## src/rtl/cic_pkg.sv

```systemverilog
// Shared types and constants for the CIC decimator sequencing controller.
package cic_pkg;
  typedef enum logic [1:0] {IDLE, FLUSH, RUN} ctrl_state_t;
  localparam int MIN_RATE = 2;
endpackage

```

## src/rtl/strobe_delay.sv

```systemverilog
// DEPTH-cycle 1-bit strobe delay line with synchronous clear.
module strobe_delay #(
  parameter int DEPTH = 3
) (
  input  logic clk,
  input  logic reset_n,
  input  logic clr_i,
  input  logic d_i,
  output logic q_o
);
  logic [DEPTH-1:0] sr_q;

  generate
    if (DEPTH == 1) begin : g_one
      always_ff @(posedge clk or negedge reset_n)
        if (!reset_n) sr_q <= '0;
        else          sr_q <= clr_i ? 1'b0 : d_i;
    end else begin : g_many
      always_ff @(posedge clk or negedge reset_n)
        if (!reset_n) sr_q <= '0;
        else          sr_q <= clr_i ? '0 : {sr_q[DEPTH-2:0], d_i};
    end
  endgenerate

  assign q_o = sr_q[DEPTH-1];
endmodule

```

## src/rtl/cic_decim_ctrl.sv

```systemverilog
// CIC integrator-chain sequencer: counts input strobes, emits the decimated
// strobe aligned with the last integrator, and owns the decimation rate.
module cic_decim_ctrl
  import cic_pkg::*;
#(
  parameter int STAGES       = 3,
  parameter int RATE_WIDTH   = 16,
  parameter int DEFAULT_RATE = 8
) (
  input  logic                  clk,
  input  logic                  reset_n,
  input  logic                  enable,
  input  logic                  inp_samp_str,
  input  logic [RATE_WIDTH-1:0] rate_in,
  input  logic                  rate_wr,
  output logic                  rate_busy,
  output logic                  rate_err,
  output logic [RATE_WIDTH-1:0] rate_cur,
  output logic [RATE_WIDTH-1:0] phase,
  output logic                  int_clr,
  output logic                  dec_str,
  output logic                  busy
);
  localparam int FW = (STAGES > 1) ? $clog2(STAGES) : 1;
  localparam logic [RATE_WIDTH-1:0] ONE = RATE_WIDTH'(1);

  ctrl_state_t           state_q, state_d;
  logic [FW-1:0]         flush_q, flush_d;
  logic [RATE_WIDTH-1:0] phase_q, phase_d;
  logic [RATE_WIDTH-1:0] rate_q, rate_d;
  logic [RATE_WIDTH-1:0] pend_q, pend_d;
  logic                  pvld_q, pvld_d;
  logic                  err_q, err_d;
  logic                  acc, wrap, dly_clr, dly_in;

  assign acc  = (state_q == RUN) && inp_samp_str;
  assign wrap = acc && (phase_q == rate_q - ONE);

  always_ff @(posedge clk or negedge reset_n)
    if (!reset_n) begin
      state_q <= IDLE;
      flush_q <= '0;
      phase_q <= '0;
      rate_q  <= RATE_WIDTH'(DEFAULT_RATE);
      pend_q  <= '0;
      pvld_q  <= 1'b0;
      err_q   <= 1'b0;
    end else begin
      state_q <= state_d;
      flush_q <= flush_d;
      phase_q <= phase_d;
      rate_q  <= rate_d;
      pend_q  <= pend_d;
      pvld_q  <= pvld_d;
      err_q   <= err_d;
    end

  always_comb begin
    state_d = state_q;
    flush_d = flush_q;
    phase_d = phase_q;
    rate_d  = rate_q;
    pend_d  = pend_q;
    pvld_d  = pvld_q;
    err_d   = 1'b0;
    dly_clr = 1'b1;
    dly_in  = 1'b0;

    case (state_q)
      IDLE: begin
        phase_d = '0;
        if (enable) begin
          state_d = FLUSH;
          flush_d = '0;
        end
      end
      FLUSH: begin
        if (!enable)                      state_d = IDLE;
        else if (flush_q == FW'(STAGES-1)) state_d = RUN;
        else                              flush_d = flush_q + 1'b1;
      end
      RUN: begin
        // Stopping kills any wrap still travelling down the delay line.
        if (!enable) begin
          state_d = IDLE;
          phase_d = '0;
        end else begin
          dly_clr = 1'b0;
          dly_in  = wrap;
          if (wrap)     phase_d = '0;
          else if (acc) phase_d = phase_q + ONE;
        end
      end
      default: state_d = IDLE;
    endcase

    // Apply uses the old pending value, so a write on the wrap edge waits a period.
    if (pvld_q && (state_q != RUN || wrap)) begin
      rate_d = pend_q;
      pvld_d = 1'b0;
    end
    if (rate_wr) begin
      if (rate_in >= RATE_WIDTH'(MIN_RATE)) begin
        pend_d = rate_in;
        pvld_d = 1'b1;
      end else begin
        err_d = 1'b1;
      end
    end
  end

  strobe_delay #(.DEPTH(STAGES)) u_dly (
    .clk     (clk),
    .reset_n (reset_n),
    .clr_i   (dly_clr),
    .d_i     (dly_in),
    .q_o     (dec_str)
  );

  assign rate_busy = pvld_q;
  assign rate_err  = err_q;
  assign rate_cur  = rate_q;
  assign phase     = phase_q;
  assign int_clr   = (state_q != RUN);
  assign busy      = (state_q == RUN);
endmodule

```

## config.mk

```make
export PLATFORM = sky130hd
export DESIGN_NAME = cic_decim_ctrl
export DESIGN_NICKNAME = d
export VERILOG_FILES = /design/src/rtl/cic_pkg.sv /design/src/rtl/strobe_delay.sv /design/src/rtl/cic_decim_ctrl.sv
export SDC_FILE = /design/constraint.sdc
export NUM_CORES = 1
export LEC_CHECK = 0
export ABC_AREA = 1
export CORE_MARGIN = 4
export CORE_UTILIZATION = 55
export CTS_BUF_LIST = sky130_fd_sc_hd__clkbuf_8
export CTS_CLUSTER_SIZE = 16
export DETAILED_ROUTE_END_ITERATION = 6
export PLACE_DENSITY = 0.83
export SYNTH_ARGS = -nofsm -noshare
export SYNTH_HDL_FRONTEND = slang
export SYNTH_SLANG_ARGS = --single-unit
```

## constraint.sdc

```tcl
create_clock -name clk -period 2.2 [get_ports clk]
set_input_delay 0.66 -clock clk [delete_from_list [all_inputs] [get_ports clk]]
set_output_delay 0.66 -clock clk [all_outputs]
set_load 0.01 [all_outputs]
```

Word-level counts from Yosys, hierarchy flattened:

Index checks and enable logic that the tools add are counted.

* add/sub/neg operators: 3
* $lt $le $gt $ge: 1
* equal/unequal tests: 11
* muxes and demuxes: 23
* reduce and logical (&&, ||, !) cells: 11

Operators with widths (number)
* two-way mux 16 bit: 3
* one-hot mux 16 bit (2 select lines): 1
* adder 16 x 1 -> 16 bit, second input constant: 1
* == test 16 bit: 1
* greater-or-equal comparator 16 x 2 -> 1 bit, second input constant: 1
* subtractor 16 x 1 -> 16 bit, second input constant: 1
* two-way mux 2 bit: 7
* inequality test 2 bit, second input constant: 5
* two-way mux 1 bit: 9
* one-hot mux 2 bit (3 select lines): 1
* == test 2 bit, second input constant: 2
* inequality test 4 x 2 -> 1 bit, second input constant: 1
* one-hot mux 2 bit (2 select lines): 1
* AND reduction 2 bit: 2
* AND reduction 4 bit: 1
* nonzero test 2 bit: 2
* logical AND 1 bit: 3
* two-way mux 3 bit: 1
* inequality test 3 bit, second input constant: 1
* AND reduction 3 bit: 1
* adder 2 x 1 -> 2 bit, second input constant: 1
* == test 2 x 1 -> 1 bit, second input constant: 1
* logical NOT 2 bit: 1
* logical OR 1 bit: 1

* flip-flop bits (word level): 57
* bits of input ports: 21
* output and inout port bits: 37
* logic and storage cells: 57

Depth between registers and ports, before layout:

Gate-level depths: netlist (run 1).

* word-level depth: 8
* gate-level depth with buffers: 18
* depth with buffers taken out: 17

Hierarchy:

From an unflattened synthesis (run 1), not the netlist that was laid out.

* cells, all modules: 417
* area, all modules: 3320.7 sq um

By module, submodules not included
* cic_decim_ctrl: times used 1, cells each 408, area each 3223.1 sq um, sequential area each 1352.5 sq um
* strobe_delay: times used 1, cells each 9, area each 97.6 sq um, sequential area each 75.1 sq um

Worst setup path after synthesis (run 1):

No wires, ideal clock.

* kind: register to register
* from: register rate_q[0] (netlist: rate_cur[0])
* to: register rate_q[6] (netlist: rate_cur[6])
* library setup time: 0.117 ns
* data arrival time: 1.940 ns
* required time: 2.083 ns
* path slack: 0.143 ns
* cell stages (with the launch flop): 17
* buffers on the path: 1
* period minus slack after synthesis: 2.057 ns
* path through: dfrtp_1 > inv_2 > ha_1 > nand2_2 > nor2_2 > nand3_1 > nand3_1 > nand2_1 > nor2_1 > nand2_1 > nor2_2 > nand2_4 > nand2_8 > nand2_4 > buf_6 > nand2_1 > nand2_1

* cells in the longest elaborated chain, start to end: 5

RTL lines
* start, declared: line cic_decim_ctrl.sv:30 `logic [RATE_WIDTH-1:0] rate_q, rate_d;`
* start signal, assigned: line cic_decim_ctrl.sv:44 `rate_q <= RATE_WIDTH'(DEFAULT_RATE);`
* start signal, assigned: line cic_decim_ctrl.sv:52 `rate_q <= rate_d;`
* subtractor 16 x 1 -> 16 bit: line cic_decim_ctrl.sv:37 `assign wrap = acc && (phase_q == rate_q - ONE);`
* == test 16 bit: line cic_decim_ctrl.sv:37
* logical AND 1 bit: line cic_decim_ctrl.sv:37
* logical OR 1 bit: line cic_decim_ctrl.sv:98 `if (pvld_q && (state_q != RUN || wrap)) begin`
* logical AND 1 bit: line cic_decim_ctrl.sv:98

No other way between the ends.
A chain may end at the register's enable or synchronous reset.

Worst setup path after layout (run 1):

* from: register rate_q[3] (netlist: rate_cur[3])
* to: output rate_cur[3]

RTL lines
* end, declared: line cic_decim_ctrl.sv:18 `output logic [RATE_WIDTH-1:0] rate_cur,`

No word-level cell between the ends.

==> flow_metrics.tcl, run 1 <==
set metrics [dict create \
    fmax_mhz 461.8 \
    clk_latency_ps 340 \
    synth_cell_types 31 \
    core_mm2 0.005642 \
    antenna_left 0 \
    internal-power_w 0.002143 \
    final_nets 532 \
    grt_use_total_pct 24.43 \
    p_switching_w 0.001082 \
    die_y_um 85.01 \
    num_vias 3243 \
    cts_hold_repair.buffers 0 \
    finalHoldViolCount 0 \
    cts_buffer_depth 2 \
    utilization_pct 79.57 \
    grt_pass1_wl_um 14030 \
    timing.final.ws_setup_ps 34.65 \
    crit_cells 1 \
    worstPathArrival_ps 1510 \
    tns_ps 0 \
    area_delta_synth_final_pct 37.63 \
    rows 27 \
    ys_seq_area_share_pct 43.77 \
    slowest_delay_ps 610 \
    num_io_pins 58 \
    dpl.hpwl_um 6298 \
    diodes 0 \
    setup.worst_path.end_class "output port" \
    r2r_start "rate_cur[0]$_DFFE_PN0P_" \
    antenna_found_initial 0 \
    synth.ff_latch_count 57 \
    startpoint_type "flop" \
    cp_data_required_time_ps 1540 \
    grt_start_max_net_pins 58 \
    switching_share_pct 33.55 \
    slew_headroom_pct 77.25 \
    cts_root_buf "clkbuf_8" \
    worstReg2RegEnd "rate_cur[7]$_DFFE_PN0P_" \
    numCtsBuffers 9 \
    first_pass_iters 5 \
    drive_above_1_share_pct 20.66 \
    seqPwrFrac_pct 40.1 \
    crit_start "rate_cur[3]$_DFFE_PN1P_" \
    die_area_mm2 0.007227 \
    crit_type "flop to output port" \
    wl_met3_um 625 \
    setup_viol 0 \
    syn_area_per_cell_um2 7.822 \
    final_common_cell "nand2_1" \
    finalCriticalPeriod_ps 2165 \
    final_cell_mix "117 x nand2_1, 53 x clkdlybuf4s50_1, 52 x dfrtp_1, 45 x inv_1, 37 x nand3_1" \
    drv_slew 0 \
    overflow 0 \
    p_leak_nw 2.137 \
    cpLargestDelayFamily "flip-flops" \
    synth_nets 441 \
    drc 0 \
    place_ws_ps -246.0 \
    power_w 0.003226 \
    critPathBufInv 1 \
    grt_pass1_vias 3004 \
    path_max_fanout 7 \
    fin_crit_sh_pct 98.42 \
    status "completed" \
    top_layer_used "met4" \
    hold_class "primary input to asynchronous set/reset pin" \
    crit_path_cell_trace "clkdlybuf4s50_1" \
    combPwrFrac_pct 30.5 \
    globalplace.congestion 0.9181 \
    fin_worst_skew_ps 10.48 \
    portBuffers 57 \
    drt_wl_total_um 9058 \
    endpoint "rate_cur[3]" \
    wl_met1_um 3878 \
    clk_pin_slew_ps 70 \
    power.density_mw_per_mm2 718.5 \
    ir_drop_mv 0.5132 \
    drt-initial-drc-count 223 \
    wl_per_cell_um 15.48 \
    netlist_area_mm2 0.003262 \
    cts_tree "done" \
    clkSinkCount 57 \
    synth-edff-count 0 \
    die_w_um 85.01 \
    r2r_cells 15 \
    reg2reg_slack_ps 40 \
    start_util_pct 57.82 \
    dr_wl_met2_um 4341 \
    htree_levels 3 \
    p_clk_share_pct 29.4 \
    vias_per_cell 5.544 \
    cap_viol_max_count 0 \
    tightest_slew_ps 340.1 \
    crit_slowest_cell "dfstp_2" \
    yosys_warnings 0 \
    synth_flop_cell "dfrtp_1" \
    synthArstFlopShare_pct 100.0 \
    syn_inst 417 \
]
## cell type report
class / instances / area, µm²
clock buffers: 10 / 137.6
clock inverters: 6 / 51.30
fillers: 392 / 1152
inverters: 46 / 172.7
multi-input cells: 307 / 1752
flip-flops and latches: 57 / 1433
well taps: 72 / 90.09
repair buffers: 87 / 853.3
## power groups by stage
stage                     Sequential, W  Combinational [W]  Clock (W)
after global routing            0.00131            0.00108    0.00101
after global placement          0.00130           0.000820          0
after floorplan                 0.00130           0.000472          0
after detailed placement        0.00130           0.000839          0
final                           0.00129           0.000985   0.000947
after CTS                       0.00129           0.000850   0.000956
## synthesized netlist by cell type, drive strengths merged (4+ instances only)
cell type | number | share of area [%]
a21oi | 5 | 0.77
buf | 6 | 1.3
dfrtp | 56 | 43
inv | 46 | 5.3
mux2 | 16 | 5.5
nand2 | 128 | 16
nand3 | 41 | 6.3
nand3b | 4 | 0.92
nand4 | 6 | 1.2
nor2 | 51 | 6.8
nor3 | 4 | 0.61
o21ai | 12 | 1.8
o22ai | 9 | 1.7
xor2 | 18 | 4.8
## how the worst min path moves through the flow
stage,startpoint,to,slack [ps]
floorplan,reset_n,flush_q[0]$_DFFE_PN0P_,360
global placement,u_dly.sr_q[0]$_DFF_PN0_,u_dly.sr_q[1]$_DFF_PN0_,460
detailed placement,u_dly.sr_q[1]$_DFF_PN0_,u_dly.sr_q[2]$_DFF_PN0_,460
CTS,reset_n,pend_q[12]$_DFFE_PN0P_,320
global route,reset_n,pend_q[15]$_DFFE_PN0P_,340
finish,reset_n,pend_q[12]$_DFFE_PN0P_,310
## routing by layer
metal / up-vias / GRT usage [%]
li1: 1528 / -
met1: 1547 / 32.83
met2: 145 / 39.12
met3: 23 / 4.660
met4: 0 / 9.496
met5: - / 0
## metrics by stage
stage / hold WS [ps] / std cells / area, µm²
global placement: 463.7 / 559 / 4064
floorplan: 364.4 / 417 / 3262
finish: 312.6 / 585 / 4489
detailed placement: 465.0 / 559 / 4064
CTS: 322.2 / 575 / 4259
global route: 341.1 / 585 / 4489
## registers in the layout, indices dropped and copies added (netlist names)
| register | flops |
|---|---|
| pend_q | 16 |
| state_q | 2 |
| rate_cur | 16 |
| flush_q | 2 |
| rate_err | 1 |
| u_dly.sr_q | 3 |
| rate_busy | 1 |
| phase | 16 |
## kinds of logic (layout without fill, tap and decap cells)
| logic type | count (synthesis) | count (layout) | synth area share [%] |
|---|---|---|---|
| AND/OR/NAND/NOR | 239 | 240 | 32.57 |
| flip-flops | 57 | 57 | 43.77 |
| buffers and inverters | 54 | 149 | 6.789 |
| AO/OA/AOI/OAI | 27 | 27 | 4.565 |
| XOR/XNOR | 21 | 21 | 5.639 |
| multiplexers | 16 | 16 | 5.524 |
| adder cells (fa/ha/maj) | 3 | 3 | 1.151 |
## what timing repair did
item,4_1_cts,5_1_grt
setup endpoints to repair,32,35
pin swaps,0,17
setup buffers,0,8
gates resized for setup,3,38
gates cloned,0,2
Power figures use the tool's default switching activity.
==> run 2, diff against run 1 <==
- CORE_MARGIN: 4 -> 3
- MAX_ROUTING_LAYER: unset -> met4
- SYNTH_HIERARCHICAL: unset -> 1
==> flow_metrics.tcl, run 2 <==
set metrics [dict create \
    startpoint_type "flop" \
    ys_top_cells_by_count "124 x nand2_1, 56 x dfrtp_1, 49 x inv_1, 39 x nor2_1, 37 x nand3_1" \
    die_y_um 83.70 \
    cts_buffer_depth 2 \
    internal-power_w 0.002217 \
    cap_viol_max_count 0 \
    globalplace.congestion 1.025 \
    synth_nets 441 \
    register_area_mm2 0.001430 \
    switching_share_pct 32.73 \
    vias_per_cell 5.532 \
    yosysTopAreaCell "dfrtp_1" \
    power.density_mw_per_mm2 728.7 \
    drc 0 \
    numCtsBuffers 9 \
    finalCriticalPeriod_ps 2163 \
    clk_pin_slew_ps 70 \
    synth-edff-count 0 \
    worstPathArrival_ps 1500 \
    dpl.hpwl_um 6565 \
    drt_wl_total_um 9172 \
    num_io_pins 58 \
    cts_hold_repair.buffers 0 \
    cts_root_buf "clkbuf_8" \
    rows 27 \
    num_vias 3242 \
    antenna_found_initial 0 \
    rsz0062_at_grt "true" \
    fmax_mhz 462.4 \
    htree_levels 3 \
    synth_cell_types 34 \
    utilization_pct 79.70 \
    fin_crit_sh_pct 98.30 \
    hold_class "primary input to asynchronous set/reset pin" \
    setup.worst_path.end_class "output port" \
    drt-initial-drc-count 223 \
    final_nets 533 \
    core_mm2 0.005675 \
    p_leak_nw 2.178 \
    grt_pass1_wl_um 14060 \
    grt_use_total_pct 25.60 \
    synth_area_leaders "dfrtp_1 42%, nand2_1 14%, nand3_1 5.6%" \
    syn_area_per_cell_um2 7.963 \
    portBuffers 57 \
    netlist_area_mm2 0.003321 \
    synth_flop_cell "dfrtp_1" \
    p_switching_w 0.001079 \
    final_cell_mix "120 x nand2_1, 54 x dfrtp_1, 52 x clkdlybuf4s50_1, 48 x inv_1, 33 x nand3_1" \
    die_w_um 83.70 \
    cts_tree "done" \
    power_w 0.003296 \
    grt_start_max_net_pins 58 \
    crit_type "flop to output port" \
    fillers 353 \
    wl_per_cell_um 15.65 \
    ir_drop_mv 0.6548 \
    synthArstFlopShare_pct 100.0 \
    drv_slew 0 \
    diodes 0 \
    cp_data_required_time_ps 1540 \
    seqPwrFrac_pct 39.4 \
    finalHoldViolCount 0 \
    synth.ff_latch_count 57 \
    final_common_cell "nand2_1" \
    grt_pass1_vias 3070 \
    start_util_pct 58.51 \
    path_max_fanout 4 \
    combPwrFrac_pct 29.6 \
    yosys_warnings 6 \
    overflow 0 \
    slew_headroom_pct 72.48 \
    syn_inst 417 \
    area_delta_synth_final_pct 36.21 \
    ys_seq_area_share_pct 42.99 \
    p_clk_share_pct 30.9 \
    first_pass_iters 5 \
    tightest_slew_ps 409.1 \
    drive_above_1_share_pct 19.65 \
    setup_viol 0 \
    status "completed" \
    yosysMostFrequentCell "nand2_1" \
    clk_latency_ps 340 \
    die_area_mm2 0.007006 \
    clkSinkCount 57 \
    multiInputGateArea_mm2 0.001739 \
    antenna_left 0 \
    fin_worst_skew_ps 7.226 \
    timing.hold.ws_ps 303.6 \
    netlist.area_leader.share_pct 42.20 \
]
## run 2: changes by cell type after synthesis, moves of 3 or more
cell and delta:
xnor2_1 +5, or2_2 +3, inv_1 +4, nor2_1 -4, nand3_1 -4, nor2_2 -4, o21ai_1 -4, nand3b_1 -3
## run 2: cell type report
cell class	count	area share, %
multi-input combinational	304	38.45
sequential	57	31.62
timing repair buffer	87	19.20
inverter	50	4.149
clock buffer	12	3.651
tap	72	1.992
clock inverter	4	0.9405
## run 2: path summary, 6_finish.rpt
kind	startpoint	to	slack [ps]	depth (start not counted)
worst max-delay path	rate_cur[8]$_DFFE_PN0P_	rate_cur[8]	40	2
worst min register to register	u_dly/sr_q[0]$_DFF_PN0_	u_dly/sr_q[1]$_DFF_PN0_	470	2
min in group clk	u_dly/sr_q[0]$_DFF_PN0_	u_dly/sr_q[1]$_DFF_PN0_	470	2
worst max register to register	rate_cur[1]$_DFFE_PN0P_	rate_cur[9]$_DFFE_PN0P_	50	15
worst min-delay path	reset_n	phase[7]$_DFFE_PN0P_	300	2
max in group asynchronous	reset_n	rate_cur[3]$_DFFE_PN1P_	1590	2
## run 2: logic make-up after synthesis
group | count (synthesis) | synth area share, %
compound gates | 23 | 3.843
buf+inv | 57 | 7.196
xor+xnor | 27 | 7.121
simple gates | 234 | 32.29
mux | 16 | 5.426
fa+ha+maj | 3 | 1.130
flops | 57 | 42.99
## run 2: worst max-delay path: stages (launching register included)
cell	delay, ps
dfrtp_1	470
buf_4	180
clkdlybuf4s50_1	530
## run 2: timing repair
item	4_1_cts	5_1_grt
endpoints found under the hold margin	0	0
gates cloned	0	2
gates resized for setup	3	26
buffers inserted	0	3
setup endpoints to repair	4	31
pin swaps	0	16
## run 2: per-layer routing
metal	routed length (µm)	part of all wire (%)	up-vias	GRT usage [%]
met5	0	0	-	-
met4	329	3.6	0	14.62
met3	561	6.1	30	4.738
met2	4709	51	156	40.27
met1	3572	39	1531	30.90
li1	-	-	1525	-
## run 2: per-stage QoR
step	worst slack, ps	cells	cell area (µm²)	TNS, ps
6_report	37.48	586	4523	0
5_1_grt	-90.88	586	4523	-750.7
4_1_cts	12.22	581	4380	0
3_5_place_dp	-277.5	565	4170	-10520
3_3_place_gp	-179.3	565	4170	-7946
2_1_floorplan	105.1	417	3321	0
## run 2: power by group through the flow
stage               Sequential, W  Combinational [W]  Clock, W
detailed placement        0.00130           0.000904         0
global placement          0.00130           0.000871         0
CTS                       0.00129           0.000912   0.00102
global route              0.00132            0.00107   0.00108
finish                    0.00130           0.000977   0.00102
floorplan                 0.00131           0.000496         0
